File: src/rtl/rv32_pkg.sv
// Shared types and constants for the rv32 load/store unit: operation and size encodings,
// memory-stage FSM states, exception causes and the alignment rule.
package rv32_pkg;

   typedef enum logic [1:0] {
      OP_NONE  = 2'd0,
      OP_LOAD  = 2'd1,
      OP_STORE = 2'd2,
      OP_RSVD  = 2'd3
   } lsu_op_t;

   typedef enum logic [1:0] {
      SZ_B = 2'd0,
      SZ_H = 2'd1,
      SZ_W = 2'd2,
      SZ_D = 2'd3
   } lsu_size_t;

   typedef enum logic [1:0] {
      ST_IDLE = 2'd0,
      ST_REQ  = 2'd1,
      ST_RESP = 2'd2
   } lsu_state_t;

   localparam logic [3:0] CAUSE_LD_MISALIGN = 4'd4;
   localparam logic [3:0] CAUSE_LD_FAULT    = 4'd5;
   localparam logic [3:0] CAUSE_ST_MISALIGN = 4'd6;
   localparam logic [3:0] CAUSE_ST_FAULT    = 4'd7;

   // Natural alignment: the low log2(size) address bits must be zero.
   function automatic logic is_misaligned(lsu_size_t size, logic [2:0] addr_lo);
      case (size)
         SZ_H:    return addr_lo[0];
         SZ_W:    return |addr_lo[1:0];
         SZ_D:    return |addr_lo;
         default: return 1'b0;
      endcase
   endfunction

endpackage

File: src/rtl/lsu_mem_stage_align.sv
// Combinational lane logic: store data replication and byte enables, and load data
// extraction with sign/zero extension, for an XLEN-wide naturally aligned bus.
module lsu_align
   import rv32_pkg::*;
#(
   parameter int XLEN = 32
) (
   input  logic [1:0]                 size,
   input  logic [$clog2(XLEN/8)-1:0]  offset,
   input  logic                       ld_unsigned,
   input  logic [XLEN-1:0]            st_data,
   input  logic [XLEN-1:0]            ld_data,
   output logic [XLEN/8-1:0]          be,
   output logic [XLEN-1:0]            st_wdata,
   output logic [XLEN-1:0]            ld_result
);

   localparam int NB    = XLEN / 8;
   localparam int OFF_W = $clog2(NB);

   logic [NB-1:0]    be_mask;
   logic [XLEN-1:0]  shifted;
   logic [XLEN-1:0]  low_mask;
   logic             sign_bit;
   logic [OFF_W+2:0] shamt;

   assign shamt = {offset, 3'b000};

   // NOTE: every signal driven here gets a default first so no path leaves it unassigned (no latch).
   always_comb begin
      be_mask  = '1;
      st_wdata = st_data;
      low_mask = '1;
      sign_bit = 1'b0;
      shifted  = ld_data >> shamt;
      case (lsu_size_t'(size))
         SZ_B: begin
            be_mask  = NB'(1);
            st_wdata = {NB{st_data[7:0]}};
            low_mask = XLEN'(64'hFF);
            sign_bit = shifted[7];
         end
         SZ_H: begin
            be_mask  = NB'(3);
            st_wdata = {(XLEN/16){st_data[15:0]}};
            low_mask = XLEN'(64'hFFFF);
            sign_bit = shifted[15];
         end
         SZ_W: begin
            be_mask  = NB'(15);
            st_wdata = {(XLEN/32){st_data[31:0]}};
            low_mask = XLEN'(64'hFFFF_FFFF);
            sign_bit = shifted[31];
         end
         default: ;
      endcase
      be        = be_mask << offset;
      ld_result = (shifted & low_mask) | ((sign_bit && !ld_unsigned) ? ~low_mask : '0);
   end

endmodule

File: src/rtl/lsu_mem_stage.sv
// Load/store memory stage: accepts one instruction per handshake, runs the dmem
// request/grant/response protocol and emits a registered write-back packet.
module lsu_mem_stage
   import rv32_pkg::*;
#(
   parameter int XLEN   = 32,
   parameter int ADDR_W = 32
) (
   input  logic                clk,
   input  logic                resetn,
   input  logic                in_valid,
   output logic                in_ready,
   input  logic [1:0]          in_mem_op,
   input  logic [1:0]          in_size,
   input  logic                in_unsigned,
   input  logic [ADDR_W-1:0]   in_addr,
   input  logic [XLEN-1:0]     in_wdata,
   input  logic [XLEN-1:0]     in_wb_data,
   input  logic                in_wb_en,
   input  logic [4:0]          in_rd,
   input  logic [31:0]         in_pc,
   output logic                dmem_req,
   input  logic                dmem_gnt,
   output logic                dmem_we,
   output logic [ADDR_W-1:0]   dmem_addr,
   output logic [XLEN/8-1:0]   dmem_be,
   output logic [XLEN-1:0]     dmem_wdata,
   input  logic                dmem_rvalid,
   input  logic [XLEN-1:0]     dmem_rdata,
   output logic                wb_valid,
   output logic                wb_enable,
   output logic [4:0]          wb_addr,
   output logic [XLEN-1:0]     wb_data,
   output logic [31:0]         wb_pc,
   output logic                exc_valid,
   output logic [3:0]          exc_cause,
   output logic [ADDR_W-1:0]   exc_tval,
   output logic                stall
);

   localparam int NB    = XLEN / 8;
   localparam int OFF_W = $clog2(NB);

   lsu_state_t       state;
   lsu_size_t        r_size;
   logic             r_unsigned;
   logic [OFF_W-1:0] r_off;

   lsu_op_t          op;
   logic             misaligned;
   logic             illegal;
   logic [1:0]       al_size;
   logic [OFF_W-1:0] al_off;
   logic [NB-1:0]    al_be;
   logic [XLEN-1:0]  al_wdata;
   logic [XLEN-1:0]  al_ld;

   assign in_ready   = (state == ST_IDLE);
   assign stall      = !in_ready;
   assign op         = lsu_op_t'(in_mem_op);
   assign misaligned = is_misaligned(lsu_size_t'(in_size), in_addr[2:0]);
   assign illegal    = (XLEN == 32) && (lsu_size_t'(in_size) == SZ_D);

   // The aligner serves the incoming store in IDLE and the captured load afterwards.
   assign al_size = in_ready ? in_size : r_size;
   assign al_off  = in_ready ? in_addr[OFF_W-1:0] : r_off;

   lsu_align #(.XLEN(XLEN)) u_align (
      .size        (al_size),
      .offset      (al_off),
      .ld_unsigned (r_unsigned),
      .st_data     (in_wdata),
      .ld_data     (dmem_rdata),
      .be          (al_be),
      .st_wdata    (al_wdata),
      .ld_result   (al_ld)
   );

   // NOTE: sequential state uses non-blocking assignments so every register updates from pre-edge values.
   always_ff @(posedge clk) begin
      if (!resetn) begin
         state      <= ST_IDLE;
         r_size     <= SZ_B;
         r_unsigned <= 1'b0;
         r_off      <= '0;
         dmem_req   <= 1'b0;
         dmem_we    <= 1'b0;
         dmem_addr  <= '0;
         dmem_be    <= '0;
         dmem_wdata <= '0;
         wb_valid   <= 1'b0;
         wb_enable  <= 1'b0;
         wb_addr    <= '0;
         wb_data    <= '0;
         wb_pc      <= '0;
         exc_valid  <= 1'b0;
         exc_cause  <= '0;
         exc_tval   <= '0;
      end else begin
         wb_valid  <= 1'b0;
         exc_valid <= 1'b0;
         case (state)
            ST_IDLE: if (in_valid) begin
               wb_addr    <= in_rd;
               wb_pc      <= in_pc;
               r_size     <= lsu_size_t'(in_size);
               r_unsigned <= in_unsigned;
               r_off      <= in_addr[OFF_W-1:0];
               if (op == OP_NONE || op == OP_RSVD) begin
                  wb_valid  <= 1'b1;
                  wb_enable <= in_wb_en;
                  wb_data   <= in_wb_data;
               end else if (illegal || misaligned) begin
                  wb_valid  <= 1'b1;
                  wb_enable <= 1'b0;
                  wb_data   <= '0;
                  exc_valid <= 1'b1;
                  exc_tval  <= in_addr;
                  if (op == OP_LOAD) exc_cause <= illegal ? CAUSE_LD_FAULT : CAUSE_LD_MISALIGN;
                  else               exc_cause <= illegal ? CAUSE_ST_FAULT : CAUSE_ST_MISALIGN;
               end else begin
                  state      <= ST_REQ;
                  dmem_req   <= 1'b1;
                  dmem_we    <= (op == OP_STORE);
                  dmem_addr  <= {in_addr[ADDR_W-1:OFF_W], {OFF_W{1'b0}}};
                  dmem_be    <= al_be;
                  dmem_wdata <= al_wdata;
               end
            end
            ST_REQ: if (dmem_gnt) begin
               dmem_req <= 1'b0;
               if (dmem_we) begin
                  wb_valid  <= 1'b1;
                  wb_enable <= 1'b0;
                  wb_data   <= '0;
                  state     <= ST_IDLE;
               end else begin
                  state <= ST_RESP;
               end
            end
            ST_RESP: if (dmem_rvalid) begin
               wb_valid  <= 1'b1;
               wb_enable <= (wb_addr != 5'd0);
               wb_data   <= al_ld;
               state     <= ST_IDLE;
            end
            default: state <= ST_IDLE;
         endcase
      end
   end

endmodule

File: config.mk
export PLATFORM = sky130hd
export DESIGN_NAME = lsu_mem_stage
export DESIGN_NICKNAME = d
export VERILOG_FILES = /design/src/rtl/rv32_pkg.sv /design/src/rtl/lsu_mem_stage_align.sv /design/src/rtl/lsu_mem_stage.sv
export SDC_FILE = /design/constraint.sdc
export NUM_CORES = 1
export LEC_CHECK = 0
export BUFFER_PORTS_ARGS = -buffer_cell sky130_fd_sc_hd__buf_2
export CAP_MARGIN = 0
export CELL_PAD_IN_SITES_DETAIL_PLACEMENT = 1
export CELL_PAD_IN_SITES_GLOBAL_PLACEMENT = 1
export CORE_ASPECT_RATIO = 2
export CORE_UTILIZATION = 34
export CTS_CLUSTER_SIZE = 28
export DETAILED_ROUTE_END_ITERATION = 8
export GPL_TIMING_DRIVEN = 0
export PLACE_DENSITY = 0.87
export SETUP_SLACK_MARGIN = 0.15
export SYNTH_ARGS = -nofsm -noshare
export SYNTH_HDL_FRONTEND = slang
export SYNTH_SLANG_ARGS = --single-unit
File: constraint.sdc
create_clock -name clk -period 3.1 [get_ports clk]
set_input_delay 0.155 -clock clk [delete_from_list [all_inputs] [get_ports clk]]
set_output_delay 0.155 -clock clk [all_outputs]
set_load 0.02 [all_outputs]
# After elaboration in Yosys (flattened, before gate mapping)
# Cells that the tools add are included.
totals:
  register_bits: 183
  input_bits: 176
  output_inout_bits: 180
op_classes:
  n_eq_ne: 17
  shifts: 2
  mux: 44
  bitwise: 8
  n_reduce_logical: 20
ops:
  columns: ["op", "count"]
  rows:
  - ["$mux 32", 7]
  - ["$pmux 32 s2", 2]
  - ["$pmux 32 s3", 1]
  - ["$and 32x32->32", 1]
  - ["$not 32->32", 1]
  - ["$or 32x32->32", 1]
  - ["$shr 32x5->32", 1]
  - ["$mux 1", 18]
  - ["$mux 2", 9]
  - ["$eq 2x2->1 const B", 6]
  - ["$ne 2x2->1 const B", 6]
  - ["$pmux 1 s3", 4]
  - ["$reduce_and 5->1", 2]
  - ["$eq 2x1->1 const B", 4]
  - ["$pmux 4 s2", 1]
  - ["$reduce_and 4->1", 2]
  - ["$logic_not 2->1", 3]
  - ["$pmux 2 s3", 1]
  - ["$reduce_and 6->1", 1]
  - ["$not 1->1", 5]
  - ["$reduce_bool 5->1", 1]
  - ["$reduce_or 4->1", 1]
  - ["$shl 4x2->4", 1]
  - ["$ne 3x1->1 const B", 1]
  - ["9 further kinds", 11]

# Logic depth before layout (Yosys ltp)
logic_depth:
  word_depth: 9
  mapped_depth: 10

# Modules after synthesis
# Synthesis repeated with hierarchy kept, for this count alone.
unflattened:
  cells_unflattened: 1013
  hier_area_um2: 8077.7
modules_own_cells:
  columns: ["mod", "instances", "cells_each", "area_per_inst_um2", "seq_area_each_um2"]
  rows:
  - ["lsu_mem_stage", 1, 840, 6896.6, 3643.5]
  - ["lsu_align", 1, 173, 1181.1, 0.0]

# Least setup slack after synthesis
# OpenSTA, ideal clock, no wires.
synth_path:
  path_kind: "register to register"
  start: "register state[0]"
  end: "register wb_data[5]"
  arrival_ns: 2.479
  path_slack_ns: 0.505
  stages_incl_launch_ff: 10
  period_less_slack_ns: 2.595
  cell_sequence: "dfxtp_1 > inv_1 > ha_1 > mux2i_2 > buf_2 > buf_2 > mux4_2 > a22oi_1 > nand2_1 > o211a_1"
synth_via:
  elab_chain_cells: 9
  word_cells_on_any_way: 23
synth_lines:
  columns: ["element", "line", "text"]
  rows:
  - ["start, declared", "lsu_mem_stage.sv:44", "lsu_state_t state;"]
  - ["start signal, assigned", "lsu_mem_stage.sv:82", "state <= ST_IDLE;"]
  - ["start signal, assigned", "lsu_mem_stage.sv:122", "state <= ST_REQ;"]
  - ["start signal, assigned", "lsu_mem_stage.sv:136", "state <= ST_IDLE;"]
  - ["$logic_not 2->1 (*)", "lsu_mem_stage.sv:58", "assign in_ready = (state == ST_IDLE);"]
  - ["via in_ready", "lsu_mem_stage.sv:12", "output logic in_ready,"]
  - ["$mux 2, on equally long branches", "lsu_mem_stage.sv:66, lsu_mem_stage.sv:65", null]
  - ["$shr 32x5->32 (tied with other cells)", "lsu_mem_stage_align.sv:35", "shifted = ld_data >> shamt;"]
  - ["$pmux 1 s3", "lsu_mem_stage_align.sv:36", "case (lsu_size_t'(size))"]
  - ["$logic_and 1x1->1", "lsu_mem_stage_align.sv:58", "ld_result = (shifted & low_mask) | ((sign_bit && !ld_unsigned) ? ~low_mask : '0);"]
  - ["$mux 32", "lsu_mem_stage_align.sv:58", null]
  - ["$or 32x32->32", "lsu_mem_stage_align.sv:58", null]
  - ["$mux 32", "lsu_mem_stage.sv:141", "ST_RESP: if (dmem_rvalid) begin"]
  - ["$pmux 32 s3", "lsu_mem_stage.sv:102", "case (state)"]
  - ["end signal, assigned", "lsu_mem_stage.sv:112", "wb_data <= in_wb_data;"]
  - ["end signal, assigned", "lsu_mem_stage.sv:144", "wb_data <= al_ld;"]
  - ["end, declared", "lsu_mem_stage.sv:33", "output logic [XLEN-1:0] wb_data,"]
# Mark *: on every way through the listed nets, which the timed path passes. The rest lies on a longest branch. The select of a mux whose other input is x is not followed.
# A chain may end at the register's enable or synchronous reset.

# Worst setup path after layout
layout_path:
  start: "register state[1]"
  end: "register wb_data[2]"
layout_via:
  elab_chain_cells: 9
  word_cells_on_any_way: 23
layout_lines:
  columns: ["element", "line"]
  rows:
  - ["$logic_not 2->1", "lsu_mem_stage.sv:58, lsu_mem_stage.sv:102"]
  - ["$mux 2, on equally long branches", "lsu_mem_stage.sv:66, lsu_mem_stage.sv:65"]
  - ["$shr 32x5->32 (tied with other cells)", "lsu_mem_stage_align.sv:35"]
  - ["$pmux 1 s3", "lsu_mem_stage_align.sv:36"]
  - ["$logic_and 1x1->1", "lsu_mem_stage_align.sv:58"]
  - ["$mux 32", "lsu_mem_stage_align.sv:58"]
  - ["$or 32x32->32", "lsu_mem_stage_align.sv:58"]
  - ["$mux 32", "lsu_mem_stage.sv:141"]
  - ["$pmux 32 s3", "lsu_mem_stage.sv:102"]
# Parallel ways exist; a longest one is shown, timed or not. The select of a mux whose other input is x is not followed.

==> impl_metrics.csv <==
group,metric,value,unit
status,outcome,"completed",
floorplan,ios,356,
routing,vias,9068,
critical_path,cp.required,3440,ps
timing,finClkSkew,11.41,ps
critical_path,critPathLaunchType,"flop",
logic_synthesis,synth_flop_cell,"dfxtp_1",
logic_synthesis,synthTopCellsByArea,"dfxtp_1 46%, nand2_1 14%, a21boi_0 11%",
critical_path,worstPathMaxFanout,10,
routing,wl_met3,1607,µm
worst_hold_path,hp-class,"input port to flop",
logic_synthesis,yosysTopAreaCell,"dfxtp_1",
critical_path,criticalPathCategory,"flop to flop",
place,io_buffers,350,
routing,drt_wl_total,37350,µm
timing,period_share,90.25,%
timing,slew_headroom,32.76,%
final_layout,fin_nets,1554,
floorplan,dieArea,24080,µm²
global_route,grt_pass1_wl,54990,µm
clock_tree,cts-htree-levels,4,
floorplan,coreArea,22840,µm²
logic_synthesis,synth-async-reset-ratio,0,%
job,cap_viol_max_count,0,
final_layout,final_common_cell,"buf_2",
routing,drtPass1Iterations,4,
final_layout,areaGrowthSynthToFinish,46.11,%
timing,maxSlewViolCount,0,
timing,period_needed,2798,ps
logic_synthesis,synthDistinctLibCells,55,
logic_synthesis,syn_area,7964,µm²
logic_synthesis,synthCells,913,
clock_tree,root_buffer,"clkbuf_16",
place,hpwl,26390,µm
critical_path,path_cells,"inv_1 -> ha_2 -> mux2i_2 -> clkbuf_4 -> buf_2 -> mux4_2 -> a22oi_1 -> nand2_1 -> o211a_1",
logic_synthesis,synth-seq-cells,182,
logic_synthesis,synth_warnings,0,
pwr,seqPwrFrac,40.7,%
routing,drtAntennaViolNets,0,
global_route,antenna_found_initial,6,
logic_synthesis,synth_top_area_share,45.75,%
place,post-place-ws,-125.6,ps
final_layout,layout_common_cells,"353 x buf_2, 293 x nand2_1, 182 x dfxtp_1",
pwr,p_sw,0.002054,W
timing,hold_viol,0,
routing,top_layer_used,"met4",
timing,rsz0062_at_grt,"no",
pwr,vdd_drop_max,0.4605,mV
routing,drc,0,
final_layout,layout-drive-gt1-share,32.42,%
clock_tree,cts_tree,"yes",
floorplan,die_w,110.2,µm
routing,drt-wirelength-per-cell,22.35,µm
pwr,clkPwrFrac,36.1,%
clock_tree,path_clk_slew,70,ps
timing,tightest_slew,1009,ps
routing,viasPerCell,5.427,
timing,setup_ws,302.2,ps
pwr,swShare,31.98,%
global_route,grt_max_degree,17,
pwr,powerDensity,551.8,nW/µm²
clock_tree,clk_path_buf_depth,2,
critical_path,worst_path_largest_cell_delay,570,ps
final_layout,fin_util,50.95,%
logic_synthesis,synth-edff-count,0,
critical_path,cpLargestDelayFamily,"multiplexers",
clock_tree,numClockSinks,182,
critical_path,cp.arrival,3140,ps
pwr,combPwrFrac,23.2,%
pwr,p_int,0.004368,W
critical_path,worstSetupEndpointType,"flop",
routing,dr_wl_met2,20110,µm
global_route,grt_usage,31.22,%
floorplan,rows,78,
critical_path,cp_slowest_cell,"mux4_2",
global_route,grt_pass1_vias,9895,
critical_path,critical_path_buf_inv_count,3,
floorplan,start_util,34.87,%
place,gp_congestion,0.9047,
routing,met1_length,12550,µm
clock_tree,clkLatencyLatePin,450,ps
timing,max_freq,0.3574,GHz
logic_synthesis,ys_seq_area_share,45.75,%
pwr,total_leakage_power,5.396,nW
floorplan,die_y,218.4,µm
clock_tree,cts_made_buffers,17,
timing,finalSetupViolCount,0,
routing,first_iter_violations,471,
global_route,overflow,0,
logic_synthesis,syn_avg_cell_area,8.723,µm²
[sequential cells by signal, indices dropped and copies added (netlist names), 2 cells and up]
| signal | flops |
|---|---|
| wb_data | 32 |
| wb_addr | 5 |
| state | 2 |
| dmem_be | 4 |
| r_off | 2 |
| exc_tval | 32 |
| wb_pc | 32 |
| dmem_wdata | 32 |
| r_size | 2 |
| exc_cause | 3 |
| dmem_addr | 30 |
[timing repair]
item / CTS / global route
hold buffers: 82 / 0
endpoints found under the setup margin: 79 / 84
hold endpoints to repair: 109 / 0
setup buffers: 3 / 3
pin swaps: 1 / 2
resized for setup: 5 / 22
[metal layers]
metal | global-route usage [%] | up-vias
met5 | 0 | -
met1 | 28.55 | 4377
met3 | 5.547 | 180
met4 | 25.75 | 0
li1 | - | 4112
met2 | 57.67 | 399
[final timing paths]
check | from | end | slack [ps] | cells past startpoint
hold / removal | in_pc[5] | wb_pc[5] | 0.6 | 3
setup reg to reg | state[1] | wb_data[2] | 300 | 9
setup / recovery | state[1] | wb_data[2] | 300 | 9
hold reg to reg | dmem_be[2] | dmem_be[2] | 450 | 2
[Yosys cell counts (9+ instances only)]
cell      instances
dfxtp_1         182
clkbuf_1         62
nand2_1         293
a21boi_0        114
a22oi_1          18
a31oi_1          24
mux2i_1          12
o21ai_0          35
nand3_1          12
nor2_1            9
o211a_1          19
o221a_1          10
[through the flow]
step | power (W) | cells | instance area (µm²) | TNS, ps | hold slack [ps]
after floorplan | 0.003434 | 915 | 7971 | 0 | 262.9
after global placement | 0.003959 | 1545 | 10070 | -19.28 | 387.1
after detailed placement | 0.004007 | 1545 | 10070 | -734.7 | 401.0
after CTS | 0.006392 | 1662 | 11560 | 0 | 0.1285
after global routing | 0.006659 | 1671 | 11640 | 0 | 11.44
final | 0.006421 | 1671 | 11640 | 0 | 0.5714
[tightest hold or removal path: cells and delay by family]
family | cells | cell delay (ps)
and+or+nand+nor | 1 | 60
AOI/OAI and AO/OA | 1 | 70
buffers and inverters | 1 | 100
[power groups by stage]
stage | logic [W] | registers, W | clock network, W
after global routing | 0.00159 | 0.00263 | 0.00244
final | 0.00149 | 0.00262 | 0.00232
after CTS | 0.00146 | 0.00260 | 0.00233
after floorplan | 0.000591 | 0.00284 | 0
after global placement | 0.00131 | 0.00265 | 0
after detailed placement | 0.00135 | 0.00265 | 0
[final cells by class]
cell class	count	area, µm²
plain buffers	74	321.6
clock buffers	21	480.5
flip-flops and latches	182	3643
well taps	280	350.3
repair buffers	438	2618
clock inverters	11	136.4
inverters	7	26.28
fillers	2789	11200
diodes	6	15.01
multi-input cells	652	4045
[kinds of logic (layout without fill, tap and decap cells)]
group / count (synthesis) / in the layout / share of synthesized area, %
flip-flops: 182 / 182 / 45.75
other: 1 / 9 / 0.04709
multiplexers: 31 / 31 / 5.530
buffers and inverters: 81 / 551 / 4.179
adder cells (fa/ha/maj): 6 / 6 / 0.9426
AND/OR/NAND/NOR: 346 / 346 / 17.61
AO/OA/AOI/OAI: 266 / 266 / 25.94
(Power assumes the default switching activity.)
